--- src/rtl/mod_counter_pkg.sv ---
`default_nettype none
// ============================================================================
// Module      : mod_counter_pkg
// Description : Shared state encoding and default width for the modulo counters.
// Revision    : 1.0
// ============================================================================
package mod_counter_pkg;

    typedef enum logic {
        IDLE = 1'b0,
        RUN  = 1'b1
    } state_t;

    localparam int c_default_bits = 4;

endpackage : mod_counter_pkg
`default_nettype wire

--- src/rtl/mod_counter_down_if.sv ---
`default_nettype none
// ============================================================================
// Module      : mod_counter_down_if
// Description : Control/status bundle between a timer user and mod_counter_down.
// Revision    : 1.0
// ============================================================================
interface mod_counter_down_if #(
    parameter int BITS = mod_counter_pkg::c_default_bits
);
    logic            enable;
    logic            start;
    logic            stop;
    logic [BITS-1:0] FINAL_VALUE;
    logic [BITS-1:0] Q;
    logic            busy;
    logic            done;

    modport master (
        output enable, start, stop, FINAL_VALUE,
        input  Q, busy, done
    );

    modport slave (
        input  enable, start, stop, FINAL_VALUE,
        output Q, busy, done
    );
endinterface : mod_counter_down_if
`default_nettype wire

--- src/rtl/mod_counter_down.sv ---
`default_nettype none
// ============================================================================
// Module      : mod_counter_down
// Description : Programmable modulo down-counter with start/stop and a
//               terminal-count tick. Define MOD_COUNTER_DOWN_RELOAD_EN for
//               periodic auto-reload; otherwise it runs one-shot.
// Revision    : 1.0
// ============================================================================
module mod_counter_down
    import mod_counter_pkg::*;
#(
    parameter int BITS = c_default_bits
) (
    input  wire logic        clk,
    input  wire logic        reset,
    mod_counter_down_if.slave bus
);

    localparam logic [BITS-1:0] c_zero = '0;
    localparam logic [BITS-1:0] c_one  = {{(BITS-1){1'b0}}, 1'b1};

    state_t          r_state;
    logic [BITS-1:0] r_q;
    logic            r_busy;

    logic            w_at_zero;
    logic            w_step;
    logic            w_done;

    // ---------------- next-state qualifiers ----------------
    assign w_at_zero = (r_q == c_zero);
    assign w_step    = (r_state == RUN) && bus.enable && !bus.stop && !bus.start;
    assign w_done    = w_step && w_at_zero;

    // ---------------- registers ----------------
    always_ff @(posedge clk) begin
        if (reset) begin
            r_state <= IDLE;
            r_q     <= c_zero;
            r_busy  <= 1'b0;
        end else if (bus.stop) begin
            r_state <= IDLE;
            r_q     <= c_zero;
            r_busy  <= 1'b0;
        end else if (bus.start) begin
            r_state <= RUN;
            r_q     <= bus.FINAL_VALUE;
            r_busy  <= 1'b1;
        end else if (w_step) begin
            if (!w_at_zero) begin
                r_q <= r_q - c_one;
            end else begin
`ifdef MOD_COUNTER_DOWN_RELOAD_EN
                r_q     <= bus.FINAL_VALUE;
`else
                r_state <= IDLE;
                r_busy  <= 1'b0;
`endif
            end
        end
    end

    // ---------------- outputs ----------------
    assign bus.Q    = r_q;
    assign bus.busy = r_busy;
    assign bus.done = w_done;

endmodule : mod_counter_down
`default_nettype wire

--- src/flat_wrapper.sv ---
// flat-port wrapper written by rule: the top's interface ports become plain ports
module mod_counter_down_flat import mod_counter_pkg::*;
#(
    parameter int BITS = c_default_bits
)
  (clk, reset, bus_enable, bus_start, bus_stop, bus_FINAL_VALUE, bus_Q, bus_busy, bus_done);
  mod_counter_down_if #(.BITS(BITS)) bus_i ();
  input  wire logic clk;
  input  wire logic reset;
  input wire logic [$bits(bus_i.enable)-1:0] bus_enable;
  input wire logic [$bits(bus_i.start)-1:0] bus_start;
  input wire logic [$bits(bus_i.stop)-1:0] bus_stop;
  input wire logic [$bits(bus_i.FINAL_VALUE)-1:0] bus_FINAL_VALUE;
  output wire logic [$bits(bus_i.Q)-1:0] bus_Q;
  output wire logic [$bits(bus_i.busy)-1:0] bus_busy;
  output wire logic [$bits(bus_i.done)-1:0] bus_done;
  assign bus_i.enable = bus_enable;
  assign bus_i.start = bus_start;
  assign bus_i.stop = bus_stop;
  assign bus_i.FINAL_VALUE = bus_FINAL_VALUE;
  assign bus_Q = bus_i.Q;
  assign bus_busy = bus_i.busy;
  assign bus_done = bus_i.done;
  mod_counter_down #(.BITS(BITS)) u_core (.clk(clk), .reset(reset), .bus(bus_i));
endmodule
--- config.mk ---
export PLATFORM = sky130hd
export DESIGN_NAME = mod_counter_down_flat
export DESIGN_NICKNAME = d
export VERILOG_FILES = /design/src/rtl/mod_counter_pkg.sv /design/src/rtl/mod_counter_down_if.sv /design/src/rtl/mod_counter_down.sv /design/src/flat_wrapper.sv
export SDC_FILE = /design/constraint.sdc
export NUM_CORES = 1
export LEC_CHECK = 0
export CORE_AREA = 2 2 39 41
export CTS_BUF_LIST = sky130_fd_sc_hd__clkbuf_16
export CTS_CLUSTER_SIZE = 25
export DETAILED_ROUTE_END_ITERATION = 12
export DIE_AREA = 0 0 41 43
export PLACE_DENSITY_LB_ADDON = 0.05
export SKIP_CTS_REPAIR_TIMING = 1
export SYNTH_ARGS = -nofsm -noshare
export SYNTH_HDL_FRONTEND = slang
export SYNTH_SLANG_ARGS = --single-unit
--- constraint.sdc ---
create_clock -name clk -period 1.44 [get_ports clk]
set_input_delay 0.288 -clock clk [delete_from_list [all_inputs] [get_ports clk]]
set_output_delay 0.288 -clock clk [all_outputs]
set_load 0.02 [all_outputs]
==> impl_metrics.toml, run 1 <==
[finish]
finalNonFillerCells = 86
area_growth_pct = 119.8
num_antenna_cells = 0
postLayoutCoreUtil_pct = 51.27
drive_above_1_share_pct = 41.43
nets = 81
seq_area_um2 = 105.1
n_fill_cell = 131
multiInputGateArea_um2 = 236.5
final_common_cell = "buf_4"
final_cell_mix = "buf_4 (13), clkdlybuf4s50_1 (8), dlymetal6s2s_1 (5)"

[critical_path]
crit_chain = "inv_4, ha_4, or3b_4, nor3_4, buf_6"
crit_start = "u_core.bus.Q[0]"
reg2reg_from = "u_core.bus.Q[0]"
slowest_delay_ns = 0.39
reg2reg_setup_slack_ns = 0.05
cp_slowest_cell = "or3b_4"
crit_fanout = 2
start_kind = "register"
cp.required_ns = 1.15
critPathArrivalTime_ns = 1.39
cp-end-kind = "output pin"
criticalPathCategory = "register to output pin"

[placed_design]
hpwl_um = 866.6
finalWeightedCongestion = 0.7532
placedCellCount = 82
post-place-ws_ns = -0.5402
port_buffers = 14

[power_and_ir_drop]
intPower_w = 0.0005790
ir_drop_uv = 588.0
p_switching_w = 0.0001533
total_leakage_power_nw = 0.3648
swShare_pct = 20.93
p_clk_share_pct = 61.6
share_seq_of_total_power_pct = 20.2
total_power_w = 0.0007323
comb_power_share_pct = 18.2
powerDensity_nw_per_um2 = 1032

[timing]
fin_skew_ns = 0.001142
grt_setup_unrepaired = "yes"
fin_crit_sh_pct = 116.7
post-route-min-period_ns = 1.680
slew_violations = 0
finalHoldViolCount = 0
timing.slew.headroom_pct = 84.17
tightest_slew_ns = 0.2370
setup_viol = 1
timing.fmax_mhz = 595.3
setup_slack_ns = -0.2399
timing.hold.ws_ns = 0.5766

[grt]
grt_pass1_vias = 413
grt_first_pass_wirelength_mm = 1.856
grt_max_degree = 8
grt_antenna_before_repair = 0
grt_overflow = 0
gr-usage-all-layers_pct = 16.55

[route]
routed_wl_mm = 1.127
viasPerCell = 4.884
routedWlPerCell_um = 13.10
drtIter0Drc = 9
dr.pass1.iters = 4
vias = 420
drc = 0
antenna_left = 0

[logic_synthesis]
ys_async_sr_fraction_pct = 0
synth_xor_area_share_pct = 2.713
yosys_warnings = 0
synth_top_family_by_area = "simple AND/OR/NAND/NOR gates"
synth_ff_type = "dfxtp_1"
synthSimpleGateAreaFrac_pct = 31.40
muxShareOfSynthArea_pct = 0
synth_area_um2 = 322.8
ys_seq_area_share_pct = 31.01
synth-seq-cells = 5
synth_fa_ha_area_share_pct = 3.876
syn_inst = 40
synth_compound_area_share_pct = 24.81
synth_edf_count = 0
yosysUniqueCellTypes = 24
syn-mean-instance-area_um2 = 8.070
syn-num-nets = 50

[floorplanning]
design.die.area_um2 = 1763
start_util_pct = 23.33
num_rows = 14
num_io_pins = 15
die_w_um = 41
die_h_um = 43
design.core.area_um2 = 1384

[worst_hold_path]
min_path_type = "register to register"
hold_path_startpoint = "u_core.bus.Q[0]"

[clock_network]
clock_path_buffers = 2
cts_buffers = 3
cts_tree = "yes"
clkTransAtPathRegs_ns = 0.03
cts_root_buf = "clkbuf_16"
insertion_delay_ns = 0.23
cts_num_sinks = 5
htreeDepth = 1

[run]
maxCapViolations = 0

[status]
violations = "setup timing"
outcome = "finished with violations"
critical path: cells and delay by family (launching register included):
| kind | cells | cell delay (ns) |
|---|---|---|
| fa+ha+maj | 1 | 0.12 |
| buf+inv | 2 | 0.19 |
| flops | 1 | 0.34 |
| simple gates | 2 | 0.52 |
synthesized netlist by cell type, drive strengths merged (2+ instances only):
cell | instances | area share [%]
dfxtp | 5 | 31
inv | 4 | 4.6
nand3 | 3 | 4.6
nand4 | 2 | 3.9
nor2 | 2 | 2.3
nor3 | 3 | 4.6
o21ai | 4 | 6.2
cell families after synthesis:
group,count (synthesis)
and+or+nand+nor,17
adders and majority gates,1
buffers and inverters,5
DFF,5
AOI/OAI and AO/OA,11
xor gates and xnor gates,1
power by group through the flow:
stage / clock (W) / sequential (W) / combinational (W)
after global routing: 0.000470 / 0.000148 / 0.000144
final: 0.000451 / 0.000148 / 0.000133
after global placement: 0 / 0.000150 / 0.000127
after CTS: 0.000460 / 0.000148 / 0.000131
after floorplan: 0 / 0.000160 / 0.0000459
after detailed placement: 0 / 0.000150 / 0.000130
state kept, by name, indices dropped and copies added (netlist names):
| name | cells |
|---|---|
| u_core.r_state | 1 |
| u_core.bus.Q | 4 |
worst paths after layout:
| kind | to | cells past startpoint |
|---|---|---|
| min reg2reg | u_core.bus.Q[0] | 3 |
| min | u_core.bus.Q[0] | 3 |
| max reg2reg | u_core.r_state | 6 |
| max | bus_done | 5 |
routing by layer:
| metal | vias up | GRT usage, % | part of all wire [%] |
|---|---|---|---|
| met5 | - | 0 | 0 |
| met2 | 11 | 25.62 | 56 |
| met3 | 2 | 4.712 | 6.9 |
| met4 | 0 | 10.00 | 0.89 |
| li1 | 211 | - | - |
| met1 | 196 | 18.91 | 36 |
cell type report:
type	instances	area share, %
inverter	4	2.469
tap	16	2.822
sequential	5	14.81
multi-input combinational	30	33.33
timing repair buffer	27	35.45
clock inverter	1	0.5291
clock buffer	3	10.58
stage by stage:
step / setup TNS [ns] / cell area, µm²
final: -0.2399 / 709.4
after detailed placement: -1.169 / 606.8
after global routing: -0.3025 / 709.4
after CTS: -1.448 / 685.7
after floorplan: -0.09077 / 354.1
after global placement: -0.9542 / 606.8
Note: power is estimated with default switching activity, not from simulation.
==> run 2, diff against run 1 <==
Settings changed: CORE_AREA 2 2 39 41 to 10 10 47 49, DIE_AREA 0 0 41 43 to 0 0 57 59, SETUP_SLACK_MARGIN set to 0.1.
Clock period 1.44 ns to 1.5 ns, I/O delays scaled along.
==> impl_metrics.toml, run 2 (synthesis results as in run 1) <==
[status]
outcome = "finished with violations"
violations = "setup timing"

[power_and_ir_drop]
total_leakage_power_nw = 0.3934
ir_drop_uv = 610.8
total_power_w = 0.0007126
powerDensity_nw_per_um2 = 968.5

[grt]
grt_pass1_vias = 437
grt_antenna_before_repair = 0
grt_max_degree = 8
grt_util_met3_pct = 4.292
grt_busiest_layer = "met2"
met2_usage_pct = 12.09
gr-usage-all-layers_pct = 7.759
grt_overflow = 0
met1_usage_pct = 7.904
grt_first_pass_wirelength_mm = 1.994

[critical_path]
reg2reg_to = "u_core.r_state"
cp-end-kind = "output pin"
r2r_cells = 6
reg2reg_from = "u_core.bus.Q[1]"
start_kind = "register"
cp.required_ns = 1.20
criticalPathCategory = "register to output pin"
reg2reg_setup_slack_ns = 0.13
critPathArrivalTime_ns = 1.40
crit_fanout = 2

[placed_design]
finalWeightedCongestion = 0.8192
placedCellCount = 81
hpwl_mm = 1.016
port_buffers = 14
dpl_cell_area_um2 = 599.3

[clock_network]
clock_path_buffers = 2
cts_tree = "yes"
cts_root_buf = "clkbuf_16"
cts_num_sinks = 5
htreeDepth = 1
insertion_delay_ns = 0.23
clkTransAtPathRegs_ns = 0.03
cts_buffers = 3

[floorplanning]
design.die.area_um2 = 3363
die_h_um = 59
num_rows = 14
die_w_um = 57
start_util_pct = 23.04
design.core.area_um2 = 1401
num_io_pins = 15

[route]
drc = 0
viasPerCell = 4.954
routed_wl_mm = 1.302
antenna_left = 0
drtIter0Drc = 6
vias = 431
routedWlPerCell_um = 14.97
dr.pass1.iters = 3

[finish]
final_common_cell = "buf_4"
multiInputGateArea_um2 = 246.5
drive_above_1_share_pct = 45.07
area_growth_pct = 127.9
final_cell_mix = "buf_4 (13), dlymetal6s2s_1 (7), clkdlybuf4s50_1 (6)"
nets = 82
n_fill_cell = 149
postLayoutCoreUtil_pct = 52.50
num_antenna_cells = 0
fin_area_um2 = 735.7
seq_area_um2 = 105.1
finalNonFillerCells = 87
largest_register_ffs = 4

[timing]
post-route-min-period_ns = 1.696
fin_skew_ns = 0.0003937
setup_slack_ns = -0.1959
grt_setup_unrepaired = "yes"
finalHoldViolCount = 0
timing.slew.headroom_pct = 83.92
setup_viol = 1
slew_violations = 0
tightest_slew_ns = 0.2408
timing.hold.ws_ns = 0.5264
fin_crit_sh_pct = 113.1
timing.fmax_mhz = 589.7

[worst_hold_path]
holdPathStages = 4
min_path_type = "primary input to register"
hold_path_startpoint = "bus_stop"
holdPathEnd = "u_core.r_state"

[run]
maxCapViolations = 0
[run 2: cell type report]
class                   instances  share of cell area (%)
clock buffers                   3                   10.20
clock inverters                 1                  0.5102
inverters                       4                   2.381
multi-input cells              30                   33.50
flip-flops and latches          5                   14.29
well taps                      16                   2.721
repair buffers                 28                   36.39
[run 2: report_power, final]
part | internal, W | switching [W]
registers | 0.000139 | 0.00000369
logic | 0.0000752 | 0.0000592
clock network | 0.000345 | 0.0000904
[run 2: critical path, stage by stage (launching register included)]
cell and delay (ns):
dfxtp_2 0.32, inv_2 0.07, ha_4 0.13, or3b_4 0.39, nor3_4 0.13, buf_6 0.14
[run 2: metrics by stage]
step	TNS, ns	setup slack (ns)
after floorplan	-0.04277	-0.04277
after global placement	-0.7568	-0.5070
after CTS	-1.212	-0.7556
after global routing	-0.2346	-0.2346
after detailed placement	-0.8448	-0.5171
final	-0.1959	-0.1959
[run 2: worst max-delay path by stage]
stage	from	to	cells past startpoint
after floorplan	u_core.bus.Q[0]	bus_done	4
after global placement	bus_stop	bus_done	4
after detailed placement	bus_stop	bus_done	4
after CTS	u_core.bus.Q[0]	bus_done	5
after global routing	u_core.bus.Q[1]	bus_done	5
final	u_core.bus.Q[1]	bus_done	5
[run 2: metal layers]
metal  wire length [µm]  part of all wire [%]  vias to the layer above
met5                  0                     0                        -
met4                 27                   2.1                        0
met3                 80                   6.1                        4
met2                641                    49                       14
met1                552                    42                      200
li1                   -                     -                      213
==> patch 1, RTL diff (config.mk and constraints of run 1) <==
Set the package constant `c_default_bits` to 6 (it was 4).
--- a/src/rtl/mod_counter_pkg.sv
+++ b/src/rtl/mod_counter_pkg.sv
@@ -13,3 +13,3 @@
 
-    localparam int c_default_bits = 4;
+    localparam int c_default_bits = 6;
 
Ports: changed (resized bus_FINAL_VALUE and bus_Q); port bits go from 15 to 19. No check against the original RTL was run, so the function may have changed too.
==> patch 1 against run 1 <==
- worst setup slack better by 0.25 ns
- area after synthesis up 48%
- die area unchanged
- global-route usage up 1.5 points
- combinational power up 80%
- design area up 38%
- total power up 26%
- sequential cell count up 2
- synthesized cell count up 48%
- fmax up 18%
- routed wire length up 28%
- critical endpoint unchanged
- highest routed layer unchanged
==> patch 1: results <==
[cells_and_area]
clk_share_pct = 8.046
multiInputGateArea_um2 = 335.3
largest_register_ffs = 6
buffers = 41
fin_cells = 118
n_fill_cell = 104
multi_input_cells = 46

[synthesis]
synth_xor_area_share_pct = 0
synth_mux_area_share_pct = 2.100
synth_common_cells = nor2_1 (9), dfxtp_1 (7), a21oi_1 (6)
yosysSeqAreaShare_pct = 29.40
syn_area_per_cell_um2 = 8.080
synth_nets = 72
synth_compound_area_share_pct = 32.02
synthTopCellsByArea = dfxtp_1 (29%), nor2_1 (7.1%), a21oi_1 (6.3%)

[global_route]
grt_pass1_wl_mm = 2.152
use_met3_pct = 6.283
grt_pass1_vias = 520
grtUsageTotal_pct = 18.03
use_met2_pct = 28.75
use_met1_pct = 21.43

[detailed_routing]
wl_met2_um = 734
routedWlPerCell_um = 12.25
via_count = 576
initialDrtViolationCount = 6

[critical_path]
slowest_stage = dfxtp_2
reg2reg_slack_ns = 0.08
critPathArrivalTime_ns = 1.14
r2r_end = u_core.bus.Q[2]
timing.critical_path.from = u_core.bus.Q[2]
r2r_cells = 5
reg2reg_from = u_core.bus.Q[3]

[clock_network]
cts_sinks = 7

[outcome]
status = complete, no violations

[sta]
worst_slew_pin_slew_ns = 0.2700
min_period_ns = 1.430

[placed_design]
finalWeightedCongestion = 0.7163
dp_slack_ns = -0.5468
dpl_cell_area_um2 = 823.3

[worst_hold_path]
worstHoldEndpoint = u_core.bus.Q[5]
hold_path.class = in -> reg

[pwr]
power.leakage_nw = 0.5460
## patch 1: tightest hold or removal path, delay by kind of cell
kind	cells	cell delay, ns
AOI/OAI and AO/OA	1	0.06
and+or+nand+nor	2	0.14
buffers and inverters	1	0.10
## patch 1: worst max-delay path by stage
| stage | end | slack [ns] |
|---|---|---|
| detailed placement | bus_done | -0.55 |
| global placement | bus_done | -0.53 |
| CTS | bus_done | -0.60 |
| floorplan | u_core.bus.Q[2] | 0.01 |
| global route | bus_done | -0.05 |
| finish | bus_done | 0.01 |
## patch 1: cell families (layout without fill, tap and decap cells)
kind of cell / count (synthesis) / in the layout
mux: 1 / 1
compound gates: 20 / 20
flops: 7 / 7
simple gates: 23 / 23
fa+ha+maj: 2 / 2
buf+inv: 6 / 49
## patch 1: power by group
| group | switching, mW | total, mW | internal (mW) |
|---|---|---|---|
| clock network | 0.108 | 0.469 | 0.361 |
| logic | 0.104 | 0.240 | 0.136 |
| registers | 0.00725 | 0.213 | 0.205 |
==> patch 2, RTL diff (flow settings as in run 1) <==
Made on the original files. Make the reset (`reset`) asynchronous in one clocked block.
--- a/src/rtl/mod_counter_down.sv
+++ b/src/rtl/mod_counter_down.sv
@@ -35,3 +35,3 @@
     // ---------------- registers ----------------
-    always_ff @(posedge clk) begin
+    always_ff @(posedge clk or posedge reset) begin
         if (reset) begin
Check against the original RTL: differs if reset is asserted again (counterexample within 4 cycles, from zero or initial values and one cycle with reset high); with reset held inactive, the same outputs for 10 cycles.
==> patch 2 against run 1 <==
- the flow still finishes with violations (negative setup slack)
- sequential cell count did not move
- design area increased by 16%
- clock power grew 2%
- routed wire length is 24% higher
- worst setup slack lost 0.15 ns
- largest cell class is now multi-input combinational cells
- final cell count is 7.0% higher
- largest power group unchanged
- area after synthesis rose by 7.8%
- total power increased by 18%
- non-clock buffer count up 4
==> patch 2: results <==
[synthesis]
yosysSeqAreaShare_pct = 35.97
synth_common_cells = inv_1 (6), dfrtp_1 (5), nor3_1 (4)
synth_flop_cell = dfrtp_1
ys_async_sr_fraction_pct = 100.0
synth_cells = 42
synthTopCellsByArea = dfrtp_1 (36%), ha_1 (7.2%), inv_1 (6.5%)
synth_nets = 53
synthDistinctLibCells = 20

[placed_design]
dpl_cell_area_um2 = 641.9
dp_cells = 85
finalWeightedCongestion = 0.8693
dp_hpwl_um = 962.5
dp_slack_ns = -0.7462

[cells_and_area]
finalNetCount = 88
clk_share_pct = 9.545
fin_cells = 92
antenna_cells = 0
regArea_um2 = 127.6
synthToLayoutAreaGrowth_pct = 137.4
buffers = 31
n_fill_cell = 110
inverters = 6
drive_above_1_share_pct = 52.63
multiInputGateArea_um2 = 292.8
buffer_area_share_pct = 34.39

[sta]
fin_ws_ns = -0.3863
finClkSkew_ns = 0.003825
hold_ws_ns = 0.2724
finalSetupTns_ns = -0.7527
finalSetupViolCount = 5
slew_headroom_pct = 80.06

[global_route]
grt_pass1_wl_mm = 1.952
grt_max_degree = 9
grtUsageTotal_pct = 17.51
grt_pass1_vias = 445

[floorplan]
dieArea_um2 = 1763

[critical_path]
path_max_fanout = 2
reg2reg_slack_ns = -0.20
slowest_stage = dfrtp_2
critPathMaxStageDelay_ns = 0.40
critPathArrivalTime_ns = 1.54

[pwr]
ir_drop_mv = 0.8703
power.leakage_nw = 0.4252

[clock_network]
cts_root_buf = clkbuf_16
h-tree-depth = 1
path_clk_slew_ns = 0.04
clk_latency_ns = 0.23
cts_sinks = 5

[detailed_routing]
firstDrtPassIters = 4
via_count = 464
routed_wl_mm = 1.401
initialDrtViolationCount = 13

[worst_hold_path]
hold_path.class = in -> async

[outcome]
status = finished, violations left
violations = negative setup slack
-- patch 2: changes by cell type after synthesis, sizes merged, moves of 2 or more --
cell,change
a211o,+2
a311oi,+2
dfrtp,+5
dfxtp,-5
inv,+2
nand2,+2
nand4,-2
o21ai,-2
or3,+2
-- patch 2: routing by layer --
metal / track usage [%] / wire length [um] / vias to the layer above
li1: - / - / 225
met1: 20.06 / 548 / 216
met2: 25.62 / 709 / 18
met3: 6.283 / 95 / 5
met4: 12.00 / 48 / 0
met5: 0 / 0 / -
-- patch 2: power breakdown --
part	switching, mW	total [mW]	leakage, nW	internal [mW]
clock	0.101	0.461	0.0423	0.361
sequential	0.00765	0.161	0.0622	0.153
combinational	0.116	0.245	0.321	0.130
total	0.224	0.867	0.425	0.643
-- patch 2: worst register-to-register path, stage by stage, from the launching register on --
cell and delay, ns:
dfrtp_2 0.36, inv_2 0.06, ha_4 0.15, buf_4 0.13
buf_6 0.11, nor3b_4 0.15, or3_1 0.33, a311oi_2 0.27
-- patch 2: worst paths after layout --
kind,from,to,cells after the start
worst min register to register,u_core.r_state,u_core.r_state,3
worst max-delay path,u_core.bus.Q[0],bus_done,5
max in group asynchronous,reset,u_core.bus.Q[0],2
worst min-delay path,reset,u_core.bus.Q[2],2
worst max register to register,u_core.bus.Q[0],u_core.bus.Q[0],7
min in group clk,bus_start,u_core.bus.Q[3],4
-- patch 2: logic make-up after synthesis --
family / count (synthesis) / synth area share (%)
flip-flops: 5 / 35.97
buffers and inverters: 7 / 7.552
adder cells (fa/ha/maj): 2 / 7.193
AO/OA/AOI/OAI: 10 / 21.59
AND/OR/NAND/NOR: 18 / 27.70
